===== src/rtl/wsc_pkg.sv =====
// Shared constants and state encoding for the window scan controller.
// Optional WSC_THRESH_EN build binarises results against a threshold port.
package wsc_pkg;

    localparam int IMG_W  = 128;
    localparam int IMG_H  = 128;
    localparam int ADDR_W = 14;
    localparam int TMO    = 15;

    typedef enum logic [2:0] {
        S_IDLE  = 3'd0,
        S_ISSUE = 3'd1,
        S_WAIT  = 3'd2,
        S_WRITE = 3'd3,
        S_ADV   = 3'd4,
        S_DONE  = 3'd5
    } state_t;

endpackage


===== src/rtl/window_scan_ctrl_if.sv =====
// Window-unit and result-sink signals of the scan controller.
// Master is the controller; slave is the window unit plus result RAM.
interface window_scan_ctrl_if #(
    parameter int AW = wsc_pkg::ADDR_W
) ();

    logic          win_start;
    logic [AW-1:0] win_addr;
    logic          win_finish;
    logic [7:0]    win_sum;
    logic          res_valid;
    logic          res_ready;
    logic [AW-1:0] res_addr;
    logic [7:0]    res_data;

    modport master (
        output win_start, win_addr,
        input  win_finish, win_sum,
        output res_valid, res_addr, res_data,
        input  res_ready
    );

    modport slave (
        input  win_start, win_addr,
        output win_finish, win_sum,
        input  res_valid, res_addr, res_data,
        output res_ready
    );

endinterface


===== src/rtl/wsc_raster_cnt.sv =====
// Row/col raster counter; col wraps into a row increment.
// last_pix flags the bottom-right pixel of the frame.
module wsc_raster_cnt #(
    parameter int W  = 128,
    parameter int H  = 128,
    parameter int CW = $clog2(W),
    parameter int RW = $clog2(H)
) (
    input  logic          clk,
    input  logic          rst,
    input  logic          clr,
    input  logic          inc,
    output logic [RW-1:0] row,
    output logic [CW-1:0] col,
    output logic          last_pix
);

    logic [RW-1:0] row_q, row_d;
    logic [CW-1:0] col_q, col_d;
    logic          col_last;

    assign col_last = (col_q == CW'(W - 1));

    always_comb begin
        row_d = row_q;
        col_d = col_q;
        if (clr) begin
            row_d = '0;
            col_d = '0;
        end else if (inc) begin
            col_d = col_q + 1'b1;
            if (col_last) begin
                row_d = row_q + 1'b1;
            end
        end
    end

    always_ff @(posedge clk) begin
        if (rst) begin
            row_q <= '0;
            col_q <= '0;
        end else begin
            row_q <= row_d;
            col_q <= col_d;
        end
    end

    assign row      = row_q;
    assign col      = col_q;
    assign last_pix = col_last && (row_q == RW'(H - 1));

endmodule


===== src/rtl/window_scan_ctrl.sv =====
// Raster-scan sequencer for the 3x3 window unit and result writes.
// WSC_THRESH_EN adds port thr and writes 255/0 instead of the raw sum.
module window_scan_ctrl
    import wsc_pkg::*;
#(
    parameter int IMG_W  = wsc_pkg::IMG_W,
    parameter int IMG_H  = wsc_pkg::IMG_H,
    parameter int ADDR_W = wsc_pkg::ADDR_W,
    parameter int TMO    = wsc_pkg::TMO
) (
    input  logic clk,
    input  logic rst,
    input  logic go,
    output logic busy,
    output logic done,
    output logic err,
`ifdef WSC_THRESH_EN
    input  logic [7:0] thr,
`endif
    window_scan_ctrl_if.master bus
);

    localparam int CW = $clog2(IMG_W);
    localparam int RW = $clog2(IMG_H);
    localparam int TW = $clog2(TMO + 1);

    state_t        state_q, state_d;
    logic [TW-1:0] tmo_q, tmo_d;
    logic          err_q, err_d;
    logic [7:0]    data_q, data_d;
    logic          clr, inc, last_pix;
    logic [RW-1:0] row;
    logic [CW-1:0] col;
    logic [7:0]    res_val;

    wsc_raster_cnt #(
        .W (IMG_W),
        .H (IMG_H)
    ) u_cnt (
        .clk      (clk),
        .rst      (rst),
        .clr      (clr),
        .inc      (inc),
        .row      (row),
        .col      (col),
        .last_pix (last_pix)
    );

`ifdef WSC_THRESH_EN
    assign res_val = (bus.win_sum >= thr) ? 8'hFF : 8'h00;
`else
    assign res_val = bus.win_sum;
`endif

    always_comb begin
        state_d = state_q;
        tmo_d   = tmo_q;
        err_d   = err_q;
        data_d  = data_q;
        clr     = 1'b0;
        inc     = 1'b0;
        unique case (state_q)
            S_IDLE: begin
                if (go) begin
                    state_d = S_ISSUE;
                    err_d   = 1'b0;
                    clr     = 1'b1;
                end
            end
            S_ISSUE: begin
                tmo_d   = '0;
                state_d = S_WAIT;
            end
            S_WAIT: begin
                // finish wins over a timeout landing in the same cycle
                if (bus.win_finish) begin
                    data_d  = res_val;
                    state_d = S_WRITE;
                end else if (tmo_q == TW'(TMO - 1)) begin
                    err_d   = 1'b1;
                    data_d  = 8'h00;
                    state_d = S_WRITE;
                end else begin
                    tmo_d = tmo_q + 1'b1;
                end
            end
            S_WRITE: begin
                if (bus.res_ready) begin
                    state_d = S_ADV;
                end
            end
            S_ADV: begin
                inc     = 1'b1;
                state_d = last_pix ? S_DONE : S_ISSUE;
            end
            S_DONE: begin
                state_d = S_IDLE;
            end
            default: begin
                state_d = S_IDLE;
            end
        endcase
    end

    always_ff @(posedge clk) begin
        if (rst) begin
            state_q <= S_IDLE;
            tmo_q   <= '0;
            err_q   <= 1'b0;
            data_q  <= 8'h00;
        end else begin
            state_q <= state_d;
            tmo_q   <= tmo_d;
            err_q   <= err_d;
            data_q  <= data_d;
        end
    end

    assign busy          = (state_q != S_IDLE) && (state_q != S_DONE);
    assign done          = (state_q == S_DONE);
    assign err           = err_q;
    assign bus.win_start = (state_q == S_ISSUE);
    assign bus.win_addr  = ADDR_W'({row, col});
    assign bus.res_valid = (state_q == S_WRITE);
    assign bus.res_addr  = ADDR_W'({row, col});
    assign bus.res_data  = data_q;

endmodule


===== src/flat_wrapper.sv =====
// flat-port wrapper written by rule: the top's interface ports become plain ports
module window_scan_ctrl_flat import wsc_pkg::*;
#(
    parameter int IMG_W  = wsc_pkg::IMG_W,
    parameter int IMG_H  = wsc_pkg::IMG_H,
    parameter int ADDR_W = wsc_pkg::ADDR_W,
    parameter int TMO    = wsc_pkg::TMO
)
  (clk, rst, go, busy, done, err, bus_win_start, bus_win_addr, bus_win_finish, bus_win_sum, bus_res_valid, bus_res_addr, bus_res_data, bus_res_ready);
  window_scan_ctrl_if #(.AW(14)) bus_i ();
  input  logic clk;
  input  logic rst;
  input  logic go;
  output logic busy;
  output logic done;
  output logic err;
  output wire logic [$bits(bus_i.win_start)-1:0] bus_win_start;
  output wire logic [$bits(bus_i.win_addr)-1:0] bus_win_addr;
  input wire logic [$bits(bus_i.win_finish)-1:0] bus_win_finish;
  input wire logic [$bits(bus_i.win_sum)-1:0] bus_win_sum;
  output wire logic [$bits(bus_i.res_valid)-1:0] bus_res_valid;
  output wire logic [$bits(bus_i.res_addr)-1:0] bus_res_addr;
  output wire logic [$bits(bus_i.res_data)-1:0] bus_res_data;
  input wire logic [$bits(bus_i.res_ready)-1:0] bus_res_ready;
  assign bus_win_start = bus_i.win_start;
  assign bus_win_addr = bus_i.win_addr;
  assign bus_i.win_finish = bus_win_finish;
  assign bus_i.win_sum = bus_win_sum;
  assign bus_res_valid = bus_i.res_valid;
  assign bus_res_addr = bus_i.res_addr;
  assign bus_res_data = bus_i.res_data;
  assign bus_i.res_ready = bus_res_ready;
  window_scan_ctrl #(.IMG_W(IMG_W), .IMG_H(IMG_H), .ADDR_W(ADDR_W), .TMO(TMO)) u_core (.clk(clk), .rst(rst), .go(go), .busy(busy), .done(done), .err(err), .bus(bus_i));
endmodule

===== config.mk =====
export PLATFORM = sky130hd
export DESIGN_NAME = window_scan_ctrl_flat
export DESIGN_NICKNAME = d
export VERILOG_FILES = /design/src/rtl/wsc_pkg.sv /design/src/rtl/window_scan_ctrl_if.sv /design/src/rtl/wsc_raster_cnt.sv /design/src/rtl/window_scan_ctrl.sv /design/src/flat_wrapper.sv
export SDC_FILE = /design/constraint.sdc
export NUM_CORES = 1
export LEC_CHECK = 0
export ABC_AREA = 1
export CAP_MARGIN = 25
export CORE_ASPECT_RATIO = 0.7
export CORE_MARGIN = 2
export CORE_UTILIZATION = 32
export CTS_BUF_LIST = sky130_fd_sc_hd__clkbuf_8 sky130_fd_sc_hd__clkbuf_16
export DETAILED_ROUTE_END_ITERATION = 10
export PLACE_DENSITY_LB_ADDON = 0.1
export SYNTH_ARGS = -nofsm -noshare
export SYNTH_HDL_FRONTEND = slang
export SYNTH_SLANG_ARGS = --single-unit

===== constraint.sdc =====
create_clock -name clk -period 4.3 [get_ports clk]
set_clock_uncertainty 0.2 [all_clocks]
set_input_delay 0.645 -clock clk [delete_from_list [all_inputs] [get_ports clk]]
set_output_delay 0.645 -clock clk [all_outputs]
set_load 0.005 [all_outputs]

# [After elaboration in Yosys (flattened, before gate mapping)]
# Cells that the tools add are included.
[classes] n_mux=18 reduce_logical=13 n_eq_ne=15 addsub=3
[ops] operator="2-to-1 mux 8 bit" n=2
[ops] operator="2-to-1 mux 3 bit" n=5
[ops] operator="case mux 3 bit (5 select lines)" n=1
[ops] operator="adder 7 x 1 -> 7 bit (second input constant)" n=2
[ops] operator="equality test 7 bit (second input constant)" n=2
[ops] operator="2-to-1 mux 4 bit" n=2
[ops] operator="case mux 4 bit (2 select lines)" n=1
[ops] operator="equality test 3 x 2 -> 1 bit (second input constant)" n=2
[ops] operator="equality test 3 bit (second input constant)" n=2
[ops] operator="2-to-1 mux 1 bit" n=6
[ops] operator="inequality test 2 bit (second input constant)" n=3
[ops] operator="AND reduction 3 bit" n=2
[ops] operator="nonzero test 2 bit" n=3
[ops] operator="adder 4 x 1 -> 4 bit (second input constant)" n=1
[ops] operator="equality test 4 bit (second input constant)" n=1
[ops] operator="inequality test 2 x 1 -> 1 bit (second input constant)" n=2
[ops] operator="AND reduction 2 bit" n=2
[ops] operator="AND reduction 4 bit" n=1
[ops] operator="equality test 3 x 1 -> 1 bit (second input constant)" n=1
[ops] operator="logical NOT 3 bit" n=1
[ops] operator="inequality test 3 x 2 -> 1 bit (second input constant)" n=1
[ops] operator="inequality test 3 bit (second input constant)" n=1
[ops] operator="nonzero test 3 bit" n=1
[ops] operator="logical AND 1 bit" n=2
[ops] operator="other kinds (2)" n=2
[totals] in_bits=13 elab_cells=55 out_inout_bits=41 register_bits=30

# [Longest topological paths before layout]
# Gate-level depths: netlist (run 1).
[logic_depth] ltp_word=4 ltp_mapped=9 depth_no_buf=9

# [Cells and area by module]
# From an unflattened synthesis (run 1), not the netlist that was laid out.
[hier_totals] hier_cells=230 hier_area_um2=1575.3
[modules_own_cells] module="window_scan_ctrl" n_inst=1 area_each_um2=887.1 seq_area_each_um2=320.3 cells_per_inst=135
[modules_own_cells] module="wsc_raster_cnt" n_inst=1 area_each_um2=688.2 seq_area_each_um2=280.3 cells_per_inst=95

# [Worst setup path after synthesis (run 1)]
# Ideal clock, no wire load.
[synth_timing] kind="register to output" startpoint="register u_core.state_q[2]" endpoint="output port busy" n_path_buf=0 stages_incl_launch_ff=4 required_time_ns=3.455 setup_slack_ns=2.628 arrival_ns=0.827 cell_sequence="dfxtp_1 > inv_1 > nor3_1 > nor2_1"
[synth_between] elab_chain_len=2 word_cells_on_any_way=3 classes_between="eq/ne: 1; reduce/logical: 2"
[synth_rtl] element="start, declared" line="window_scan_ctrl.sv:27" text="state_t state_q, state_d;"
[synth_rtl] element="start signal, assigned" line="window_scan_ctrl.sv:112" text="state_q <= state_d;"
[synth_rtl] element="inequality test 3 bit / nonzero test 3 bit (equally long branches)" line="window_scan_ctrl.sv:119" text="assign busy = (state_q != S_IDLE) && (state_q != S_DONE);"
[synth_rtl] element="logical AND 1 bit (*)" line="window_scan_ctrl.sv:119"
[synth_rtl] element="end, declared" line="flat_wrapper.sv:14" text="output logic busy;"
# Every way passes the cells marked *; elsewhere a longest branch is shown, timed or not.

# [Worst setup path after layout (run 1)]
[layout_timing] startpoint="register u_core.state_q[2]" endpoint="output port done"
[layout_between] elab_chain_len=1
[layout_rtl] element="equality test 3 bit" line="window_scan_ctrl.sv:120" text="assign done = (state_q == S_DONE);"
[layout_rtl] element="end, declared" line="flat_wrapper.sv:15" text="output logic done;"
# No other way between the ends.

==> results.md, run 1 <==
- Status: finished, final reports clean
- Cell area power density: 293.7 nW/um^2
- CTS tree: yes
- Worst r2r path cells: 8
- Yosys reg bits: 30
- Share of layout cells above drive strength 1: 0.08148
- Post-synth cell types: 26
- Remaining DRCs: 0
- Final Cycle Share: 0.5695
- Nets@finish: 286
- Vias: 1463
- Initial core utilization: 0.3323
- Global-route wire length before repair: 6.223 mm
- Crit-path cells: inv_1, nor3_1, clkdlybuf4s50_1
- Detail Placement HPWL: 2.622 mm
- Total track usage: 0.1427
- GPL Wtd Cong: 0.7592
- Chip width: 87.99 um
- Post-route cell area: 2167 um^2
- Worst-case clock buffer depth: 2
- Worst Path Class, Setup: flip-flop to primary output
- Internal power: 0.4627 mW
- Max Fclk: 408.3 MHz
- Critical Path Fanout Max: 7
- CORE AREA: 4756 um^2
- IO buf count: 53
- I/O pin count: 54
- TNS Setup: 0 ns
- Fillers: 486
- Hold Buf Count CTS: 0
- Yosys top cell by area: dfxtp_1
- Slew Limit Fails: 0
- Routed length per instance: 10.41 um
- Initial DRC count: 42
- Htree depth: 2
- Area growth syn-to-layout: 37.13%
- Reg power frac: 0.467
- Logic pwr share: 0.165
- Hold path depth: 2
- Root buffer cell: clkbuf_8
- Antenna diodes: 0
- Post-Synthesis Cells: 226
- Vias in the first global route: 1383
- Pleak: 0.8389 nW
- Most common cell after layout, fill and taps aside: nand2_1
- Worst skew pair latency: 0.28 ns
- Least-Margin Pin Slew: 0.5474 ns
- Slowest CP cell: clkdlybuf4s50_1
- Grt total ovfl: 0
- Min-Delay Path Class: flip-flop to flip-flop
- Min cycle time layout: 2.449 ns
- Worst-path clk slew: 0.07 ns
- Most frequent cells in the layout: nand2_1, clkdlybuf4s50_1, dfxtp_1
- Power share of the clock group: 0.368
- Slew Limit Headroom: 0.6342
- Core Rows: 21
- Largest stage delay, worst path: 0.54 ns
- Routed Antenna Nets: 0
- Syn_nets: 243
- Post-CTS Setup Bufs: 0
- CP required: 3.45 ns
- Synth warnings: 0
- Setup crit end kind: primary output
- DRT Wirelength: 3.530 mm
- Mean post-synth cell area: 6.992 um^2
- Worst-case vdd ir drop: 0.1732 mV
- Post_cts resized: 0
- Mapped cell area: 1580 um^2
- Top cell type's share of synthesized area: 0.3800
- Switching portion of total power: 0.2732
- Dpl cell area: 2072 um^2
- RSZ-0062 raised after global routing: no
- Total setup violations reported at the end of the flow: 0
- Die H: 62.80 um
- Pin count of the biggest net entering global routing: 15
- Die Area: 5525 um^2
- Total CTS buffers: 5
- Total power: 0.6366 mW
- Clk sink count: 30
- Hold Vio Cnt, Final: 0
- Sequential-to-total area share from yosys stat: 0.3800
- Crit path DAT: 1.60 ns
- Pre-antenna DRT Iters: 4
- Net switching power: 0.1739 mW
- Antenna violations before repair: 0
- Area contributors post-synth: dfxtp_1, nand2_1, a21oi_1, buf_4, inv_1
- Vias per cell: 4.316
- Max cap viols: 0
- CP Launch Type: flip-flop
==> power by group through the flow <==
stage               logic, mW  registers [mW]  clock network (mW)
floorplan              0.0618           0.302                   0
global placement        0.106           0.303                   0
detailed placement      0.106           0.303                   0
CTS                     0.106           0.297               0.243
global route            0.122           0.298               0.254
finish                  0.105           0.297               0.234
==> cell usage after synthesis <==
master    count
a21oi_1      25
buf_2         1
buf_4        14
buf_6         1
clkbuf_1      1
dfxtp_1      30
ha_1          4
inv_1        23
inv_2         5
nand2_1      58
nand2_2       4
nand3_1      12
nand3_4       1
nand3b_1      1
nand4_1       4
nor2_1       23
nor2_2        2
nor2_4        1
nor3_1        1
nor3_2        1
o21ai_0       5
o21ai_1       1
o21bai_1      1
or2_1         1
xnor2_1       2
xor2_1        4
==> final cells by class <==
cell class,count,area [um^2],area share
Multi-Input combinational cell,151,749.5,0.3458
Sequential cell,30,600.6,0.2771
Timing Repair Buffer,53,530.5,0.2448
Inverter,28,105.1,0.04850
Tap cell,69,86.33,0.03984
Clock buffer,6,82.58,0.03811
Clock inverter,2,12.51,0.005774
==> flip-flops by register name, summed over array words and instances (netlist names) <==
name / cells
u_core.bus.res_data: 8
u_core.u_cnt.col: 7
u_core.u_cnt.row: 7
u_core.tmo_q: 4
u_core.state_q: 3
u_core.err: 1
==> cells by family (layout without fill, tap and decap cells) <==
logic type,count (synthesis),count (layout),share of synthesized area
adder cells (fa/ha/maj),4,4,0.03167
buffers and inverters,45,89,0.1457
AND/OR/NAND/NOR,109,109,0.3064
XOR/XNOR,6,6,0.03325
AO/OA/AOI/OAI,32,32,0.1029
flip-flops,30,30,0.3801
==> worst max-delay path: cells and delay by family (launching register included) <==
family,cells,cell delay [ns]
AND/OR/NAND/NOR,1,0.20
buffers and inverters,2,0.63
flip-flops,1,0.50
==> metal layers <==
metal	vias up	share of wire	track usage
met5	-	0	0
li1	792	-	-
met1	625	0.55	0.2139
met2	40	0.38	0.1884
met4	0	0.013	0.05192
met3	6	0.063	0.04359
==> final timing paths <==
| path | startpoint | end | slack (ns) |
|---|---|---|---|
| worst max-delay path | u_core.state_q[2] | done | 1.85 |
| worst min-delay path | u_core.bus.res_data[1] | u_core.bus.res_data[1] | 0.26 |
| worst max register to register | u_core.state_q[0] | u_core.u_cnt.row[0] | 2.45 |
| worst min register to register | u_core.bus.res_data[1] | u_core.bus.res_data[1] | 0.26 |
==> metrics by stage <==
step / setup WS [ns] / utilization / hold slack [ns] / std cells
3_3_place_gp: 1.719 / 0.4357 / 0.2549 / 331
5_1_grt: 1.710 / 0.4557 / 0.2944 / 339
6_report: 1.851 / 0.4557 / 0.2640 / 339
4_1_cts: 1.830 / 0.4557 / 0.2688 / 339
2_1_floorplan: 2.628 / - / 0.2493 / 226
3_5_place_dp: 1.641 / 0.4357 / 0.2596 / 331
Power figures use the tool's default switching activity.
==> run 2, diff against run 1 <==
- clock period: 4.3 -> 2.2 ns (I/O delays scaled with it)
==> run 2 against run 1 <==
Core utilization up 0.32 points. Sequential power increased by 96%. Setup slack got worse by 1.7 ns. Combinational power grew 100%. Worst hold slack got worse by 0.0022 ns. Clock power rose by 93%. Design area rose by 0.69%. Die area unchanged. Critical path type unchanged. Largest cell class unchanged. Largest power group unchanged.
==> results.md, run 2 (synthesis gave the netlist of run 1 again) <==
- GPL Wtd Cong: 0.7686 (+1.2%)
- Pre-CTS WS: 0.3784 ns (-1.262 ns)
- Detail Placement HPWL: 2.695 mm (+2.8%)
- Worst-case vdd ir drop: 0.2428 mV (+40%)
- Total power: 1.244 mW (+95%)
- Slowest CP cell: clkdlybuf4s50_1
- Largest stage delay, worst path: 0.54 ns (about the same)
- DRT Wirelength: 3.611 mm (+2.3%)
- Total track usage: 0.1441 (+0.001482)
- Global-route wire length before repair: 6.279 mm (+0.90%)
- Htree depth: 2 (unchanged)
- Post-route cell area: 2182 um^2 (+0.69%)
- Chip width: 87.99 um (unchanged)
- Worst-path clk slew: 0.07 ns (about the same)
- Max Fclk: 494.3 MHz
- Grt total ovfl: 0 (unchanged)
- Vias in the first global route: 1346 (-2.7%)
- Least-Margin Pin Slew: 0.3617 ns (-0.1857 ns)
- Power share of the clock group: 0.362 (-0.006)
- Vias per cell: 4.279 (-0.86%)
- Internal power: 0.9067 mW (+96%)
- Die Area: 5525 um^2 (unchanged)
- Clk sink count: 30 (unchanged)
- Final Cycle Share: 0.9195
- Crit-path cells: inv_1, nor3_1, clkdlybuf4s50_1
- CP Launch Type: flip-flop
- RSZ-0062 raised after global routing: no
- Number of flip-flops in the largest register: 8 (unchanged)
- Total CTS buffers: 5 (unchanged)
- Hold Vio Cnt, Final: 0 (unchanged)
- Util after Layout: 0.4588 (+0.003157)
- Antenna violations before repair: 0 (unchanged)
- Area growth syn-to-layout: 38.08%
- Worst-case clock buffer depth: 2 (unchanged)
- Non-Filler Instances: 341 (+0.59%)
- Reg power frac: 0.468 (about the same)
- Initial DRC count: 74 (+76%)
- Setup crit end kind: primary output
- Slew Limit Fails: 0 (unchanged)
- Remaining DRCs: 0 (unchanged)
- Worst Path Class, Setup: flip-flop to primary output
- Slew Limit Headroom: 0.7586 (+0.1244)
- Min cycle time layout: 2.023 ns
- Routed Antenna Nets: 0 (unchanged)
- Cell count after placement: 333 (+0.60%)
- Total setup violations reported at the end of the flow: 0 (unchanged)
- Crit path DAT: 1.49 ns (-0.11 ns)
- Root buffer cell: clkbuf_8
- Pre-antenna DRT Iters: 4 (unchanged)
- Pin count of the biggest net entering global routing: 14 (-1)
- Most frequent cells in the layout: nand2_1, clkdlybuf4s50_1, dfxtp_1
- CORE AREA: 4756 um^2 (unchanged)
- Pleak: 0.8546 nW (+1.9%)
- Share of layout cells above drive strength 1: 0.09559 (+0.01411)
- Max cap viols: 0 (unchanged)
- TNS Setup: 0 ns (unchanged)
- Switching portion of total power: 0.2712 (-0.001986)
- Min-Delay Path Class: flip-flop to flip-flop
- Nets@finish: 288 (+0.70%)
- Core Rows: 21 (unchanged)
- Vias: 1459 (-0.27%)
- Final WS setup: 0.1771 ns (-1.674 ns)
- IO buf count: 53 (unchanged)
- Most common cell after layout, fill and taps aside: nand2_1
- Critical Path Fanout Max: 4 (-3)
- Routed length per instance: 10.59 um (+1.7%)
- Dpl cell area: 2087 um^2 (+0.72%)
- I/O pin count: 54 (unchanged)
- Cell area power density: 570.1 nW/um^2 (+94%)
- Worst skew pair latency: 0.27 ns (about the same)
- Die H: 62.80 um (unchanged)
- Hold Buf Count CTS: 0 (unchanged)
- Initial core utilization: 0.3323 (unchanged)
- Antenna diodes: 0 (unchanged)
- Final hold slack: 0.2618 ns (-0.002237 ns)
- CP required: 1.67 ns (-1.78 ns)
- Net switching power: 0.3374 mW (+94%)
- Logic pwr share: 0.170 (+0.005)
- CTS tree: yes
- Status: finished, final reports clean
run 2: cell types whose count changed in the layout (fill, tap and decap cells not counted):
cell | previous run | this run
dfxtp_1 | 30 | 27
clkinvlp_4 | 1 | 0
buf_4 | 0 | 2
dfxtp_2 | 0 | 3
inv_1 | 23 | 24
run 2: critical path: cells and delay by family, from the launching register on:
family        cells  cell delay, ns
simple gates      1            0.23
flops             1            0.35
buf+inv           2            0.64
run 2: timing repair:
item / CTS / global route
resized for setup: 0 / 3
endpoints found under the setup margin: 0 / 3
setup buffers: 0 / 0
hold endpoints to repair: 0 / 0
run 2: area by class of cell:
| type | count | area, um^2 |
|---|---|---|
| Inverter | 28 | 105.1 |
| Timing Repair Buffer | 55 | 545.5 |
| Fill cell | 480 | 2574 |
| Clock buffer | 6 | 82.58 |
| Clock inverter | 2 | 8.758 |
| Sequential cell | 30 | 604.3 |
| Multi-Input combinational cell | 151 | 749.5 |
| Tap cell | 69 | 86.33 |
run 2: power by group through the flow:
| stage | registers (mW) | logic (mW) | clock network (mW) |
|---|---|---|---|
| global placement | 0.593 | 0.214 | 0 |
| finish | 0.582 | 0.211 | 0.451 |
| global route | 0.586 | 0.243 | 0.496 |
| CTS | 0.580 | 0.213 | 0.467 |
| floorplan | 0.590 | 0.121 | 0 |
| detailed placement | 0.592 | 0.212 | 0 |
run 2: metal layers:
metal | global-route usage | routed length, um
met5 | 0 | 0
met4 | 0.04615 | 30
met3 | 0.03699 | 148
met2 | 0.1903 | 1381
met1 | 0.2234 | 2051
run 2: final timing paths:
check,start,to,slack [ns],depth (start not counted)
worst min register to register,u_core.bus.res_data[1],u_core.bus.res_data[1],0.26,2
worst max register to register,u_core.tmo_q[0],u_core.tmo_q[0],0.49,8
worst min-delay path,u_core.bus.res_data[1],u_core.bus.res_data[1],0.26,2
worst max-delay path,u_core.state_q[0],done,0.18,3
==> run 3, diff against run 2 <==
- ABC_AREA: 1 -> unset
==> run 3 against run 2 <==
Flip-flop and latch count unchanged. Register-to-register slack worse by 0.20 ns. Sequential share of layout area up 1.0 points. Wire length down 6.8%.
==> results.md, run 3 <==
- Cell area power density: 580.9 nW/um^2 (+1.9%)
- Min-Delay Path Class: flip-flop to flip-flop
- Total power: 1.217 mW (-2.1%)
- Top cell type's share of synthesized area: 0.4030 (+0.02298)
- Mean post-synth cell area: 9.314 um^2 (+33%)
- Crit path max-delay family: buffers and inverters
- Area growth syn-to-layout: 40.64%
- Total setup violations reported at the end of the flow: 0 (unchanged)
- Total track usage: 0.1349 (-0.009247)
- Min cycle time layout: 2.100 ns (+0.07751 ns)
- Area contributors post-synth: dfxtp_1, buf_4, xor2_1, a22o_1, nor2_1
- Worst Path Class, Setup: flip-flop to primary output
- Pleak: 0.7644 nW (-11%)
- Post-Synthesis Cells: 160 (-29%)
- Detail Placement HPWL: 2.510 mm (-6.9%)
- Met1 Use GR: 0.1988 (-0.02455)
- Number of buffers and inverters on the critical path: 2 (unchanged)
- Die Area: 5228 um^2 (-5.4%)
- Status: finished, final reports clean
- Post-synth EDFFs: 0 (unchanged)
- Largest stage delay, worst path: 0.53 ns (about the same)
- Chip width: 85.57 um (-2.8%)
- Antenna diodes: 0 (unchanged)
- Setup crit end kind: primary output
- Slew Limit Headroom: 0.7308 (-0.02781)
- Post-CTS Setup Bufs: 0 (unchanged)
- Busiest layer in global routing: met1
- Crit path DAT: 1.57 ns (+0.08 ns)
- Yosys top cell by area: dfxtp_1
- Crit-path cells: inv_1, nor3b_1, clkdlybuf4s50_1
- Worst-case clock buffer depth: 2 (unchanged)
- RSZ-0062 raised after global routing: no
- I/O pin count: 54 (unchanged)
- Mapped cell area: 1490 um^2 (-5.7%)
- CORE AREA: 4404 um^2 (-7.4%)
- Max cap viols: 0 (unchanged)
- Number of flip-flops in the largest register: 8 (unchanged)
- Nets@finish: 221 (-23%)
- Met2 usage: 0.1629 (-0.02739)
- Least-Margin Pin Slew: 0.4020 ns (+0.04034 ns)
- Fillers: 425 (-11%)
- Syn_nets: 177 (-27%)
- Pre-antenna DRT Iters: 4 (unchanged)
- Die H: 61.10 um (-2.7%)
- Worst skew pair latency: 0.29 ns (+0.02 ns)
- Root buffer cell: clkbuf_8
- IO buf count: 53 (unchanged)
- Primary FF master, synth: dfxtp_1
- Vias: 1263 (-13%)
- GPL Wtd Cong: 0.7491 (-2.5%)
- Core Rows: 20 (-4.8%)
- Worst-path clk slew: 0.07 ns (about the same)
- Share of layout cells above drive strength 1: 0.1171 (+0.02148)
- Most frequent cells in the layout: clkdlybuf4s50_1, dfxtp_1, nor2_1
- Initial core utilization: 0.3384 (+0.006071)
- Most common cell after layout, fill and taps aside: clkdlybuf4s50_1
- Routed Antenna Nets: 0 (unchanged)
- Global-route wire length before repair: 5.237 mm (-17%)
- CTS tree: yes
- Vias in the first global route: 1069 (-21%)
- DRT Wirelength: 3.364 mm (-6.8%)
- Htree depth: 2 (unchanged)
- CP required: 1.67 ns (about the same)
- Grt total ovfl: 0 (unchanged)
- Antenna violations before repair: 0 (unchanged)
- Yosys reg bits: 30 (unchanged)
- Remaining DRCs: 0 (unchanged)
- Final Cycle Share: 0.9547 (+0.03523)
- CP Launch Type: flip-flop
- Routed length per instance: 12.94 um (+22%)
- Slew Limit Fails: 0 (unchanged)
- Post-synth cell types: 41 (+58%)
- Pin count of the biggest net entering global routing: 16 (+2)
- Sequential-to-total area share from yosys stat: 0.4030 (+0.02298)
- Most common cell in the synthesized netlist: dfxtp_1
- Max Fclk: 476.1 MHz (-3.7%)
- Synth warnings: 0 (unchanged)
- Commonest cells in the netlist: dfxtp_1, nor2_1, buf_4, xor2_1
- Total CTS buffers: 5 (unchanged)
- Slowest CP cell: clkdlybuf4s50_1
- Worst-case vdd ir drop: 0.2779 mV (+14%)
- Clk sink count: 30 (unchanged)
- Met3 Use GR: 0.05630 (+0.01931)
- Hold Vio Cnt, Final: 0 (unchanged)
- Critical Path Fanout Max: 5 (+1)
- Async SR Flop Fraction: 0 (unchanged)
- Vias per cell: 4.858 (+14%)
- Initial DRC count: 47 (-36%)
- TNS Setup: 0 ns (unchanged)
-- run 3: cell types whose count changed in the layout (fill, tap and decap cells not counted), moves of 3 or more --
cell,delta
xor2_1,+5
nand2_2,-3
a21oi_1,-19
nand2_1,-52
nor2_1,-5
buf_4,+3
and3_1,+4
a22o_1,+8
inv_2,-5
nand3_1,-4
inv_1,-20
-- run 3: logic make-up after synthesis --
kind of cell	after synthesis	synth area share
simple gates	63	0.2552
flops	30	0.4030
buf+inv	25	0.1075
mux	2	0.01343
xor+xnor	13	0.07641
fa+ha+maj	4	0.03359
compound gates	23	0.1108
-- run 3: worst paths after layout --
kind              slack, ns         startpoint                endpoint  cells after the start
setup / recovery        0.1  u_core.state_q[2]                    done                      3
hold / removal         0.28         u_core.err              u_core.err                      2
setup reg to reg       0.29    u_core.tmo_q[0]  u_core.bus.res_data[3]                      6
hold reg to reg        0.28         u_core.err              u_core.err                      2
-- run 3: power breakdown --
part,internal (mW),switching (mW),total [mW]
Clock,0.316,0.210,0.525
Sequential,0.554,0.0116,0.566
Combinational,0.0720,0.0543,0.126
-- run 3: through the flow --
step	utilization	setup WS (ns)	instance area (um^2)	hold slack (ns)	instances
floorplan	-	0.3816	1490	0.2555	160
global placement	0.4500	0.1512	1982	0.2630	252
detailed placement	0.4500	0.09941	1982	0.2663	252
CTS	0.4750	0.08896	2092	0.2825	260
global route	0.4759	0.02155	2096	0.2899	260
finish	0.4759	0.09961	2096	0.2759	260
-- run 3: area by class of cell --
type | count | area [um^2] | share of cell area
inverter | 4 | 15.01 | 0.007164
multi-input combinational | 105 | 732.0 | 0.3493
timing repair buffer | 58 | 568.0 | 0.2710
tap | 55 | 68.82 | 0.03284
sequential | 30 | 601.8 | 0.2872
clock buffer | 8 | 110.1 | 0.05254
-- run 3: timing repair --
item	4_1_cts	5_1_grt
endpoints found under the setup margin	0	9
hold buffers	0	0
gates resized for setup	0	2
-- run 3: tightest hold or removal path, delay by kind of cell (launching register included) --
kind / cells / cell delay [ns]
AO/OA/AOI/OAI: 1 / 0.05
flip-flops: 1 / 0.33
AND/OR/NAND/NOR: 1 / 0.07
-- run 3: routing by layer --
| layer | up-vias | share of wire |
|---|---|---|
| li1 | 642 | - |
| met1 | 575 | 0.53 |
| met2 | 40 | 0.37 |
| met3 | 6 | 0.085 |
| met4 | 0 | 0.015 |
| met5 | - | 0 |
